`config.mk`:
```
export PLATFORM = sky130hd
export DESIGN_NAME = shared_mem_responder
export DESIGN_NICKNAME = d
export VERILOG_FILES = /design/src/rtl/shared_mem_responder_pkg.sv /design/src/rtl/shared_mem_responder_tag_pipe.sv /design/src/rtl/shared_mem_responder.sv
export SDC_FILE = /design/constraint.sdc
export NUM_CORES = 1
export LEC_CHECK = 0
export BUFFER_PORTS_ARGS = -buffer_cell sky130_fd_sc_hd__buf_2
export CAP_MARGIN = 30
export CORE_AREA = 2 2 216 218
export DETAILED_ROUTE_END_ITERATION = 8
export DIE_AREA = 0 0 218 220
export GPL_TIMING_DRIVEN = 0
export PLACE_DENSITY = 0.46
export SETUP_SLACK_MARGIN = 0.5
export SLEW_MARGIN = 30
export SYNTH_ARGS = -nofsm -noshare
export SYNTH_HDL_FRONTEND = slang
export SYNTH_SLANG_ARGS = --single-unit
```
`constraint.sdc`:
```
create_clock -name clk -period 2.07 [get_ports clk]
set_input_delay 0.3105 -clock clk [delete_from_list [all_inputs] [get_ports clk]]
set_output_delay 0.3105 -clock clk [all_outputs]
set_load 0.05 [all_outputs]
```
`src/rtl/shared_mem_responder_pkg.sv`:
```
// Shared definitions for the shared-memory responder.
//   port_w()    : width of an encoded requester index (at least 1 bit)
//   tag_t       : read-tag entry {valid, port} for the default configuration
//   DEF_*       : default parameter values
package shared_mem_responder_pkg;

    localparam int DEF_REQ_WIDTH  = 10;
    localparam int DEF_ADDR_WIDTH = 8;
    localparam int DEF_DATA_WIDTH = 32;
    localparam int DEF_RD_LATENCY = 2;

    // ceil(log2(n)), with a one-bit floor so a single-port build still
    // has a legal port field.
    function automatic int port_w(input int n);
        return (n <= 2) ? 1 : $clog2(n);
    endfunction

    localparam int DEF_PORT_W = port_w(DEF_REQ_WIDTH);

    typedef struct packed {
        logic                  valid;
        logic [DEF_PORT_W-1:0] port;
    } tag_t;

endpackage

```
`src/rtl/shared_mem_responder_tag_pipe.sv`:
```
// resp_tag_pipe: fixed-depth shift register of read tags.
//   clk  : clock
//   clr  : synchronous clear of every stage (valid bits drop to 0)
//   din  : tag entering stage 0 each cycle
//   dout : tag leaving the last stage (DEPTH cycles after entry)
module resp_tag_pipe
    import shared_mem_responder_pkg::*;
#(
    parameter int  DEPTH = DEF_RD_LATENCY + 1,
    parameter type entry_t = tag_t
) (
    input  logic   clk,
    input  logic   clr,
    input  entry_t din,
    output entry_t dout
);

    entry_t stage [DEPTH];

    always_ff @(posedge clk) begin
        if (clr) begin
            for (int i = 0; i < DEPTH; i++) stage[i] <= '0;
        end else begin
            stage[0] <= din;
            for (int i = 1; i < DEPTH; i++) stage[i] <= stage[i-1];
        end
    end

    assign dout = stage[DEPTH-1];

endmodule

```
`src/rtl/shared_mem_responder.sv`:
```
// shared_mem_responder: turns an arbiter grant into a single-port SRAM
// access and routes the read data / write acknowledge back to the
// granted requester. One access per cycle, no stalls.
//   clk, rst          : clock, synchronous active-high reset
//   gnt               : arbiter grant (one-hot or zero)
//   req_we/addr/wdata : per-port request fields, port i at slice i
//   mem_*             : SRAM strobe, write enable, address, data in/out
//   resp_valid        : one-hot read response, resp_rdata shared data
//   wr_ack            : one-hot write completion
//   err_multi_gnt     : sticky multi-hot grant flag
// Build option GNT_ONEHOT_CHECK_EN: reject multi-hot grants and flag them;
// otherwise the lowest granted port is served and the flag is tied low.
module shared_mem_responder
    import shared_mem_responder_pkg::*;
#(
    parameter int REQ_WIDTH  = DEF_REQ_WIDTH,
    parameter int ADDR_WIDTH = DEF_ADDR_WIDTH,
    parameter int DATA_WIDTH = DEF_DATA_WIDTH,
    parameter int RD_LATENCY = DEF_RD_LATENCY
) (
    input  logic                             clk,
    input  logic                             rst,
    input  logic [REQ_WIDTH-1:0]             gnt,
    input  logic [REQ_WIDTH-1:0]             req_we,
    input  logic [REQ_WIDTH*ADDR_WIDTH-1:0]  req_addr,
    input  logic [REQ_WIDTH*DATA_WIDTH-1:0]  req_wdata,
    output logic                             mem_en,
    output logic                             mem_we,
    output logic [ADDR_WIDTH-1:0]            mem_addr,
    output logic [DATA_WIDTH-1:0]            mem_wdata,
    input  logic [DATA_WIDTH-1:0]            mem_rdata,
    output logic [REQ_WIDTH-1:0]             resp_valid,
    output logic [DATA_WIDTH-1:0]            resp_rdata,
    output logic [REQ_WIDTH-1:0]             wr_ack,
    output logic                             err_multi_gnt
);

    localparam int PORT_W = port_w(REQ_WIDTH);

    typedef struct packed {
        logic              valid;
        logic [PORT_W-1:0] port;
    } tag_entry_t;

    logic                  sel_any;
    logic                  sel_we;
    logic [PORT_W-1:0]     sel_idx;
    logic [ADDR_WIDTH-1:0] sel_addr;
    logic [DATA_WIDTH-1:0] sel_wdata;
    logic                  accept;
    tag_entry_t            tag_in;
    tag_entry_t            tag_out;
    logic [REQ_WIDTH-1:0]  resp_dec;
    logic [REQ_WIDTH-1:0]  ack_dec;

    // Priority select: scanning downward lets the lowest set bit win.
    always_comb begin
        sel_any   = 1'b0;
        sel_we    = 1'b0;
        sel_idx   = '0;
        sel_addr  = '0;
        sel_wdata = '0;
        for (int i = REQ_WIDTH - 1; i >= 0; i--) begin
            if (gnt[i]) begin
                sel_any   = 1'b1;
                sel_we    = req_we[i];
                sel_idx   = PORT_W'(i);
                sel_addr  = req_addr[i*ADDR_WIDTH +: ADDR_WIDTH];
                sel_wdata = req_wdata[i*DATA_WIDTH +: DATA_WIDTH];
            end
        end
    end

`ifdef GNT_ONEHOT_CHECK_EN
    logic multi_hot;
    logic err_q;

    // x & (x-1) clears the lowest set bit; anything left means >1 bit set.
    assign multi_hot = |(gnt & (gnt - REQ_WIDTH'(1)));
    assign accept    = sel_any & ~multi_hot;

    always_ff @(posedge clk) begin
        if (rst)            err_q <= 1'b0;
        else if (multi_hot) err_q <= 1'b1;
    end

    assign err_multi_gnt = err_q;
`else
    assign accept        = sel_any;
    assign err_multi_gnt = 1'b0;
`endif

    // Only reads carry a tag; writes complete immediately via wr_ack.
    assign tag_in.valid = accept & ~sel_we;
    assign tag_in.port  = sel_idx;

    // Stage 0 lines up with the mem_en cycle, so the last stage lines up
    // with mem_rdata valid and resp_* are registered one cycle later.
    resp_tag_pipe #(
        .DEPTH   (RD_LATENCY + 1),
        .entry_t (tag_entry_t)
    ) u_tag_pipe (
        .clk  (clk),
        .clr  (rst),
        .din  (tag_in),
        .dout (tag_out)
    );

    always_comb begin
        resp_dec = '0;
        ack_dec  = '0;
        for (int i = 0; i < REQ_WIDTH; i++) begin
            resp_dec[i] = tag_out.valid && (tag_out.port == PORT_W'(i));
            ack_dec[i]  = accept && sel_we && (sel_idx == PORT_W'(i));
        end
    end

    always_ff @(posedge clk) begin
        if (rst) begin
            mem_en     <= 1'b0;
            mem_we     <= 1'b0;
            mem_addr   <= '0;
            mem_wdata  <= '0;
            resp_valid <= '0;
            resp_rdata <= '0;
            wr_ack     <= '0;
        end else begin
            mem_en     <= accept;
            wr_ack     <= ack_dec;
            resp_valid <= resp_dec;
            // Address/data/we hold across idle cycles.
            if (accept) begin
                mem_we    <= sel_we;
                mem_addr  <= sel_addr;
                mem_wdata <= sel_wdata;
            end
            if (tag_out.valid) resp_rdata <= mem_rdata;
        end
    end

endmodule

```
==> metrics.md <==
| Metric | Value |
|---|---|
| Status | finished clean |
| CP max stage delay | 390 ps |
| Logic pwr share | 29.9% |
| MaxCap Viol Count | 0 |
| Routability Congestion | 0.892 |
| CTS sink cnt | 109 |
| Routed length on met3 | 2850 um |
| WS Path Type | in -> reg |
| Area Overhead vs Synth | 67.4% |
| Final Max Slew Viols | 0 |
| Via density per instance | 4.55 |
| Post-Place Cell Area | 9830 um^2 |
| WL met1 | 18,100 um |
| Initial Util | 13.8% |
| WP buf/inv | 4 |
| Min Clock Period, post-route | 1570 ps |
| Core Util, Final | 23.0% |
| Num rows | 79 |
| Final hold violation count | 0 |
| CP required | 2320 ps |
| Worst Hold Margin | 175 ps |
| Synth Area per Inst | 8.15 um^2 |
| Mapped Nets | 1,228 |
| CTS Buffer Depth | 2 |
| First-pass GRT wire length | 59,700 um |
| Count leader, synth | dfxtp_1 |
| EDFF count, synth | 0 |
| Sequential cell area fraction in the yosys report | 34.6% |
| RSZ-0062 raised after global routing | true |
| Crit Path Max Fanout | 10 |
| Post-route ant nets | 0 |
| Crit path cell chain | buf_2 > clkinvlp_4 > buf_4 > clkbuf_2 > o221ai_1 > o21ai_0 > nand2_1 > a211oi_1 |
| Fillers | 5,238 |
| CTS root buf | clkbuf_16 |
| CTS H-Tree Depth | 3 |
| Crit path arrival time | 1820 ps |
| Crit end category | register |
| GRT Total Usage | 17.4% |
| Clock Power Share | 32.9% |
| Die area | 48,000 um^2 |
| DR iter-0 viols | 488 |
| Clock transition at path regs | 90 ps |
| PortBufs | 541 |
| Skew final | 10.7 ps |
| Relative slew margins | 43.1% |
| Core area | 45,900 um^2 |
| Pwr Density | 569 nW/um^2 |
| Synthesized cell area | 6310 um^2 |
| Initial antenna violation count | 3 |
| Final setup vio count | 0 |
| Main synth FF type | dfxtp_1 |
| Die Y | 220 um |
| Boundary Pins | 549 |
| Seq pwr share | 37.2% |
| Leading area contributor after synthesis | dfxtp_1 |
| Pin count of the biggest net entering global routing | 20 |
| Area share of the largest cell type after synthesis | 34.6% |
| Vias in the first global route | 8,899 |
| Fmax | 0.638 GHz |
| Met2 wire length | 21,700 um |
| CTS buffer count | 9 |
| Seq cells post-synth | 109 |
| Top cells by area, synth | dfxtp_1 (35%), a221oi_1 (13%), nor2_1 (6.4%) |
| Ys async rst share | 0% |
| Cell family with most CP delay | buffers and inverters |
| GRT overflow | 0 |
| Lkg Pwr | 4.75 nW |
| Residual DRC count | 0 |
| Yosys warnings | 0 |
| Nets | 1,793 |
| DR top layer | met5 |
| Slowest cell on crit path | o221ai_1 |
| Worst VDD drop | 0.472 mV |
| Layout cell share with drive strength beyond 1 | 49.6% |
| Insertion delay to the later sink of the worst-skew pair | 380 ps |
| Internal power component | 0.00388 W |
| Post-route design area | 10,600 um^2 |
| Least-Margin Pin Slew | 854 ps |
| Switching Power | 0.00213 W |
| 1st-pass router iterations | 5 |
| Hold Crit Class | in -> reg |
| Final period utilization | 75.8% |
| Post-synth cell types | 47 |
| Hpwl dp | 35,300 um |
| Post-Synthesis Cells | 774 |
| Detailed Route WL | 43,800 um |
| Wire per inst | 22.4 um |
| CTS tree | built |
| Die Width | 218 um |
| Net Sw Frac | 35.4% |
| Synth cell count leaders | dfxtp_1 (109), nor2_1 (107), a221oi_1 (96), clkbuf_1 (60), o21ai_0 (51) |
| Routed vias | 8,886 |
| Startpoint Class | primary input |
[routing by layer]
layer | GRT usage (%) | vias up
li1 | - | 4178
met1 | 20.8 | 4215
met2 | 31.0 | 438
met3 | 3.37 | 53
met4 | 5.62 | 2
met5 | 0 | -
[worst min-delay path: stages]
cell and delay (ps):
buf_2 80, mux2i_1 60, nor2_1 70
[placed cells by master, fill, tap and decap left out, drive strengths merged, types with 10 or more instances in the layout]
cell type	Yosys	layout
buf	30	586
dfxtp	109	109
nor2	108	108
a221oi	96	96
clkbuf	60	68
o21ai	52	52
nand2	43	43
o22ai	42	42
mux2i	32	32
o221ai	31	31
a211oi	23	23
a21oi	21	21
a22oi	19	19
nor2b	14	14
nor3	13	13
nand2b	13	13
nand4	10	10
[logic make-up after synthesis]
kind of cell,synth area share [%]
AND/OR/NAND/NOR,15.6
flip-flops,34.6
buffers and inverters,6.78
other,0.0594
multiplexers,5.08
AO/OA/AOI/OAI,37.9
[area by class of cell]
| type | count | area (um^2) | share of cell area, % |
|---|---|---|---|
| clock buffers | 10 | 239 | 2.26 |
| multi-input cells | 569 | 3860 | 36.5 |
| diodes | 2 | 5.00 | 0.0474 |
| well taps | 607 | 759 | 7.19 |
| repair buffers | 554 | 2850 | 26.9 |
| clock inverters | 6 | 77.6 | 0.734 |
| flip-flops and latches | 109 | 2180 | 20.7 |
| plain buffers | 90 | 568 | 5.38 |
| inverters | 6 | 26.3 | 0.249 |
[path summary, 6_finish.rpt]
kind | to | depth (start not counted) | slack [ps] | startpoint
min reg2reg | u_tag_pipe.stage[0][9]$_SDFF_PP0_ | 1 | 440 | u_tag_pipe.stage[0][4]$_SDFF_PP0_
max reg2reg | resp_rdata[3]$_SDFFE_PP0P_ | 4 | 760 | u_tag_pipe.stage[0][14]$_SDFF_PP0_
max | mem_wdata[26]$_SDFFE_PP0P_ | 8 | 500 | gnt[6]
min | resp_rdata[8]$_SDFFE_PP0P_ | 3 | 170 | mem_rdata[8]
[power by group through the flow]
stage | clock (W) | sequential, W | combinational [W]
after floorplan | 0 | 0.00257 | 0.000572
after global placement | 0 | 0.00228 | 0.00172
after detailed placement | 0 | 0.00228 | 0.00173
after CTS | 0.00208 | 0.00223 | 0.00178
after global routing | 0.00214 | 0.00224 | 0.00192
final | 0.00198 | 0.00223 | 0.00180
[what timing repair did]
item	4_1_cts	5_1_grt
buffers inserted	8	4
endpoints found under the setup margin	64	82
gates resized for setup	68	59
hold buffers	0	0
gates cloned	1	0
pin swaps	6	8
[sequential cells by signal, summed over array words and instances, names as in the netlist]
register          cells
u_tag_pipe.stage     15
wr_ack               10
resp_rdata           32
mem_wdata            32
mem_en                1
mem_we                1
mem_addr              8
resp_valid           10
[metrics by stage]
stage	power, W	instances	worst slack (ps)	setup TNS (ps)
3_3_place_gp	0.00400	1922	-565	-20210
3_5_place_dp	0.00401	1922	-598	-20270
4_1_cts	0.00610	1947	441	0
6_report	0.00601	1953	501	0
5_1_grt	0.00630	1951	463	0
2_1_floorplan	0.00314	774	416	0
No activity file was read; power rests on OpenSTA's default activity.
